==> config.mk <==
export PLATFORM = sky130hd
export DESIGN_NAME = sdf_twiddle_mult
export DESIGN_NICKNAME = d
export VERILOG_FILES = /design/src/rtl/sdf_twiddle_mult.sv
export SDC_FILE = /design/constraint.sdc
export NUM_CORES = 2
export LEC_CHECK = 0
export BUFFER_PORTS_ARGS = -buffer_cell sky130_fd_sc_hd__buf_2
export CAP_MARGIN = 30
export CORE_MARGIN = 4
export CORE_UTILIZATION = 42
export CTS_CLUSTER_DIAMETER = 40
export DETAILED_ROUTE_END_ITERATION = 8
export HOLD_SLACK_MARGIN = 0.02
export PLACE_DENSITY = 0.59
export SLEW_MARGIN = 20
export SYNTH_ARGS = -nofsm -noshare
export SYNTH_HDL_FRONTEND = slang
export SYNTH_SLANG_ARGS = --single-unit
==> constraint.sdc <==
create_clock -name clk -period 6.5 [get_ports clk]
set_input_delay 0.65 -clock clk [delete_from_list [all_inputs] [get_ports clk]]
set_output_delay 0.65 -clock clk [all_outputs]
set_load 0.005 [all_outputs]
==> src/rtl/sdf_twiddle_mult.sv <==
// Twiddle multiplier that follows a radix-2 SDF butterfly stage. It tracks the sample index
// within the frame, looks up W_N^k, and returns a rounded, saturated complex product.
module sdf_twiddle_mult #(
  parameter int DW = 14,
  parameter int TW = 12,
  parameter int N  = 16
) (
  input  logic                 clk,
  input  logic                 rst,
  input  logic                 valid_in,
  input  logic                 frame_sync,
  input  logic signed [DW-1:0] in_re,
  input  logic signed [DW-1:0] in_im,
  output logic                 valid_out,
  output logic signed [DW-1:0] out_re,
  output logic signed [DW-1:0] out_im
);

  localparam int  KW   = $clog2(N);
  localparam int  MW   = KW - 1;
  localparam int  HALF = N / 2;
  localparam int  QTR  = N / 4;
  localparam int  PW   = DW + TW;
  localparam int  SW   = PW + 1;
  localparam int  FS   = 2**(TW-1) - 1;
  localparam real PI   = 3.14159265358979323846;

  localparam logic signed [SW-1:0] RND    = SW'(2**(TW-2));
  localparam logic signed [SW-1:0] SAT_HI = SW'(2**(DW-1) - 1);
  localparam logic signed [SW-1:0] SAT_LO = SW'(-(2**(DW-1)));

  typedef enum logic [1:0] {
    CLS_ID  = 2'd0,
    CLS_MJ  = 2'd1,
    CLS_GEN = 2'd2
  } cls_t;

  // Elaboration-time trig, evaluated as Taylor series so no math library is needed.
  function automatic real cos_f(input real x);
    real term;
    real sum;
    term = 1.0;
    sum  = 1.0;
    for (int i = 1; i < 14; i++) begin
      term = -term * x * x / (real'(2*i-1) * real'(2*i));
      sum  = sum + term;
    end
    return sum;
  endfunction

  function automatic real sin_f(input real x);
    real term;
    real sum;
    term = x;
    sum  = x;
    for (int i = 1; i < 14; i++) begin
      term = -term * x * x / (real'(2*i) * real'(2*i+1));
      sum  = sum + term;
    end
    return sum;
  endfunction

  function automatic int round_f(input real v);
    if (v >= 0.0) return $rtoi(v + 0.5);
    else          return -$rtoi(0.5 - v);
  endfunction

  function automatic logic signed [DW-1:0] sat_f(input logic signed [SW-1:0] x);
    if (x > SAT_HI)      return SAT_HI[DW-1:0];
    else if (x < SAT_LO) return SAT_LO[DW-1:0];
    else                 return x[DW-1:0];
  endfunction

  logic signed [TW-1:0] rom_cos [HALF];
  logic signed [TW-1:0] rom_sin [HALF];

  for (genvar g = 0; g < HALF; g++) begin : g_rom
    localparam real ANG = 2.0 * PI * real'(g) / real'(N);
    localparam int  CV  = round_f(real'(FS) * cos_f(ANG));
    localparam int  SV  = round_f(real'(FS) * sin_f(ANG));
    assign rom_cos[g] = TW'(CV);
    assign rom_sin[g] = TW'(SV);
  end

  // Sample index and twiddle class for the sample currently at the input
  logic [KW-1:0] k_q, k_d, k_cur;
  logic [MW-1:0] m_idx;
  cls_t          cls_cur;

  always_comb begin
    k_cur   = (valid_in && frame_sync) ? '0 : k_q;
    k_d     = valid_in ? k_cur + KW'(1) : k_q;
    m_idx   = k_cur[MW-1:0];
    cls_cur = CLS_GEN;
    if (!k_cur[KW-1] || (m_idx == '0)) cls_cur = CLS_ID;
    else if (m_idx == MW'(QTR))        cls_cur = CLS_MJ;
  end

  // Stage 1: input, class and coefficient registers
  logic                 v1_q;
  logic signed [DW-1:0] re1_q, im1_q;
  logic signed [TW-1:0] c1_q, s1_q;
  cls_t                 cls1_q;

  // Stage 2: partial products
  logic                 v2_q;
  logic signed [DW-1:0] re2_q, im2_q;
  cls_t                 cls2_q;
  logic signed [PW-1:0] p_rc_q, p_is_q, p_ic_q, p_rs_q;
  logic signed [PW-1:0] p_rc_d, p_is_d, p_ic_d, p_rs_d;

  always_comb begin
    p_rc_d = PW'(re1_q) * PW'(c1_q);
    p_is_d = PW'(im1_q) * PW'(s1_q);
    p_ic_d = PW'(im1_q) * PW'(c1_q);
    p_rs_d = PW'(re1_q) * PW'(s1_q);
  end

  // Stage 3: sum, round half-up, saturate
  logic                 v3_q;
  logic signed [DW-1:0] out_re_q, out_im_q, out_re_d, out_im_d;
  logic signed [SW-1:0] sum_re, sum_im, rnd_re, rnd_im;

  always_comb begin
    sum_re   = SW'(p_rc_q) + SW'(p_is_q);
    sum_im   = SW'(p_ic_q) - SW'(p_rs_q);
    rnd_re   = (sum_re + RND) >>> (TW-1);
    rnd_im   = (sum_im + RND) >>> (TW-1);
    out_re_d = out_re_q;
    out_im_d = out_im_q;
    if (v2_q) begin
      case (cls2_q)
        CLS_ID: begin
          out_re_d = re2_q;
          out_im_d = im2_q;
        end
        CLS_MJ: begin
          out_re_d = im2_q;
          out_im_d = sat_f(-SW'(re2_q));
        end
        default: begin
          out_re_d = sat_f(rnd_re);
          out_im_d = sat_f(rnd_im);
        end
      endcase
    end
  end

  always_ff @(posedge clk) begin
    if (rst) begin
      k_q      <= '0;
      v1_q     <= 1'b0;
      v2_q     <= 1'b0;
      v3_q     <= 1'b0;
      out_re_q <= '0;
      out_im_q <= '0;
    end else begin
      k_q      <= k_d;
      v1_q     <= valid_in;
      v2_q     <= v1_q;
      v3_q     <= v2_q;
      out_re_q <= out_re_d;
      out_im_q <= out_im_d;
    end
  end

  // Datapath registers are qualified by the valid chain and need no reset
  always_ff @(posedge clk) begin
    re1_q  <= in_re;
    im1_q  <= in_im;
    cls1_q <= cls_cur;
    c1_q   <= rom_cos[m_idx];
    s1_q   <= rom_sin[m_idx];
    re2_q  <= re1_q;
    im2_q  <= im1_q;
    cls2_q <= cls1_q;
    p_rc_q <= p_rc_d;
    p_is_q <= p_is_d;
    p_ic_q <= p_ic_d;
    p_rs_q <= p_rs_d;
  end

  assign valid_out = v3_q;
  assign out_re    = out_re_q;
  assign out_im    = out_im_q;

endmodule

==> out/summary.json <==
{
  "status": {"value": "finished clean"},
  "initial_core_util": {"value": 0.426},
  "crit_path_max_incr_delay": {"value": 760, "unit": "ps"},
  "synth-async-reset-ratio": {"value": 0},
  "groute.usage.overall": {"value": 0.216},
  "path_class": {"value": "reg -> reg"},
  "worstPathRequired": {"value": 6940, "unit": "ps"},
  "cell_chain_critical_path": {"value": "buf_4 -> nand2_1 -> fa_1 -> fa_1 -> fa_1 -> inv_1 -> fa_1 -> inv_1 -> fa_1 -> inv_1 -> ha_1 -> nand3_1 -> a21oi_1 -> o311ai_0 -> a21o_1 -> a311oi_1 -> o21ai_0 -> nand2b_1 -> a21oi_1 -> a21oi_1 -> xnor2_1"},
  "number_of_primary_i_o_pins": {"value": 61},
  "drc": {"value": 0},
  "post_drt_via_cell_ratio": {"value": 4.95},
  "clock_insertion_delay_worst_skew": {"value": 600, "unit": "ps"},
  "maxCapViolCount": {"value": 0},
  "critical_path_arrival": {"value": 6590, "unit": "ps"},
  "floorplan.die.width": {"value": 284, "unit": "um"},
  "most_numerous_cell_on_the_critical_path": {"value": "fa_1"},
  "dr.pass1.iters": {"value": 5},
  "routability_congestion_estimate_from_global_placement": {"value": 0.888},
  "root_buffer": {"value": "clkbuf_16"},
  "chipHeight": {"value": 284, "unit": "um"},
  "leading_post_synthesis_cells_by_instance_count": {"value": "886 x inv_1, 597 x fa_1, 356 x nand2_1, 334 x ha_1, 217 x dfxtp_1"},
  "hp-class": {"value": "in -> reg"},
  "netlist.area_leader.share": {"value": 0.375},
  "timing.critical_path.from_type": {"value": "flip-flop"},
  "signed_area_change_from_the_synthesized_netlist_to_the_final_layout": {"value": 11.3, "unit": "%"},
  "syn_area": {"value": 0.0319, "unit": "sq mm"},
  "cts.sink_count": {"value": 217},
  "cts_buffer_depth": {"value": 3},
  "hold_buffers": {"value": 0},
  "yosys_warnings": {"value": 0},
  "sum_of_buffers_and_inverters_on_the_critical_path": {"value": 4},
  "synth_top_area_cell": {"value": "fa_1"},
  "ant_nets": {"value": 0},
  "clock-skew-final": {"value": 38.0, "unit": "ps"},
  "first_global_vias": {"value": 24200},
  "final.setup.worst_slack": {"value": 352, "unit": "ps"},
  "route.final.wire_length": {"value": 83900, "unit": "um"},
  "yosys.cell_types.count": {"value": 75},
  "port_buffers": {"value": 60},
  "synth-seq-area-share": {"value": 0.136},
  "drtIter0Drc": {"value": 1149},
  "worst-path-max-fanout": {"value": 12},
  "final_slew_viol_count": {"value": 0},
  "synth_enable_flop_cells": {"value": 0},
  "fin_nets": {"value": 4516},
  "clock_h_tree_levels": {"value": 2},
  "timing.final.crit_period": {"value": 6150, "unit": "ps"},
  "mean_area_per_synthesized_cell": {"value": 9.22, "unit": "sq um"},
  "final_min_period_over_clock_period": {"value": 0.946},
  "routedWlPerCell": {"value": 18.4, "unit": "um"},
  "yosys_register_bits": {"value": 217},
  "fraction_of_layout_cells_with_a_size_suffix_above_1": {"value": 0.0785},
  "ys.flop_type": {"value": "dfxtp_1"},
  "worstMarginPinSlew": {"value": 845, "unit": "ps"},
  "post_cts_resized": {"value": 0},
  "rsz_0062_raised_after_global_routing": {"value": "false"},
  "grt-ovfl-total": {"value": 0},
  "delay_heaviest_family_cp": {"value": "adder cells"},
  "yosys.cell_count.top_type": {"value": "inv_1"},
  "cts_inserted_buffers": {"value": 47},
  "antenna_found_initial": {"value": 2},
  "pre_cts_ws": {"value": 206, "unit": "ps"},
  "die_area": {"value": 0.0804, "unit": "sq mm"},
  "ff2ff_path_depth": {"value": 21},
  "grt_pass1_wl": {"value": 136000, "unit": "um"},
  "final-hold-violation-count": {"value": 0},
  "detailroute.via_count": {"value": 22600},
  "final.setup.tns": {"value": 0, "unit": "ps"},
  "post-dp-hpwl": {"value": 71000, "unit": "um"},
  "netlist_top_cells_area": {"value": "fa_1 37%, dfxtp_1 14%, ha_1 13%"},
  "cp_slowest_cell": {"value": "dfxtp_1"},
  "clock_tree_from_tritoncts": {"value": "yes"},
  "post-cts-setup-buffers": {"value": 0},
  "worst_hold_path_stage_count": {"value": 1},
  "finalSetupViolations": {"value": 0},
  "core_area": {"value": 0.0748, "unit": "sq mm"},
  "synth_nets": {"value": 4422},
  "cp_num_cells": {"value": 21},
  "grt_start_max_net_pins": {"value": 36},
  "syn_inst": {"value": 3459},
  "worstSetupEndpointType": {"value": "flip-flop"},
  "max-slew-margin-rel": {"value": 0.436},
  "clock.fmax": {"value": 163, "unit": "MHz"},
  "placementRows": {"value": 100},
  "clkSlewWorstSetupHoldPaths": {"value": 60, "unit": "ps"}
}
## registers in the layout (all words and copies together) (netlist names)
signal	count
p_rs_q	26
im2_q	14
im1_q	14
cls1_q	2
re1_q	14
v1_q	1
out_re	14
k_q	4
p_is_q	26
re2_q	14
p_rc_q	26
p_ic_q	26
valid_out	1
out_im	14
cls2_q	2
s1_q	8
v2_q	1
c1_q	10
## per-layer routing
layer  up-vias  wire length [um]  global-route usage
met5         -                 0                   0
met4         0              3150              0.0702
met3       119              4950              0.0397
met2       554             38100               0.346
met1     11200             37700               0.298
li1      10700                 -                   -
## path summary, 6_finish.rpt
| path | endpoint | from | slack [ps] |
|---|---|---|---|
| hold reg to reg | cls2_q[0] | cls1_q[0] | 330 |
| setup reg to reg | p_rc_q[25] | re1_q[1] | 350 |
| setup / recovery | p_rc_q[25] | re1_q[1] | 350 |
| hold / removal | im1_q[3] | in_im[3] | 150 |
## cells in the final DEF (no fill, tap or decap), drive strengths merged, types with 18 or more instances in the layout
cell    instances
inv           898
fa            597
nand2         356
ha            334
dfxtp         217
and2          205
buf           152
xnor2         117
a21oi         105
nor2           87
clkbuf         54
o21ai          50
nand2b         46
nand3          31
a21o           26
nor3           26
xor2           26
a211oi         21
or3            18
## per-stage QoR
| step | cell area [sq um] | std cells | util | hold WS [ps] |
|---|---|---|---|---|
| after floorplan | 31900 | 3459 | - | 310 |
| after global placement | 33700 | 4471 | 0.450 | 311 |
| after detailed placement | 33700 | 4472 | 0.450 | 315 |
| after CTS | 35500 | 4559 | 0.474 | 116 |
| after global routing | 35500 | 4560 | 0.475 | 136 |
| final | 35500 | 4561 | 0.475 | 153 |
## kinds of logic (layout without fill, tap and decap cells)
kind of cell	Yosys count	in the layout	share of synthesized area
flops	217	217	0.136
fa+ha+maj	932	932	0.506
simple gates	833	833	0.128
mux	16	16	0.00549
buf+inv	993	1125	0.118
xor+xnor	143	143	0.0393
compound gates	325	325	0.0676
other cells	0	1	0
## final cells by class
class,instances,area [sq um]
clock buffer,54,1270
clock inverter,33,514
inverter,886,3330
timing repair buffer,152,1020
multi-input combinational,2249,23800
tap,969,1210
antenna,1,2.50
sequential,217,4350
fill,7109,39300
Power is left out: the tool's default activity adds up to more than one toggle a clock period on the data nets, which glitch-free logic cannot reach.
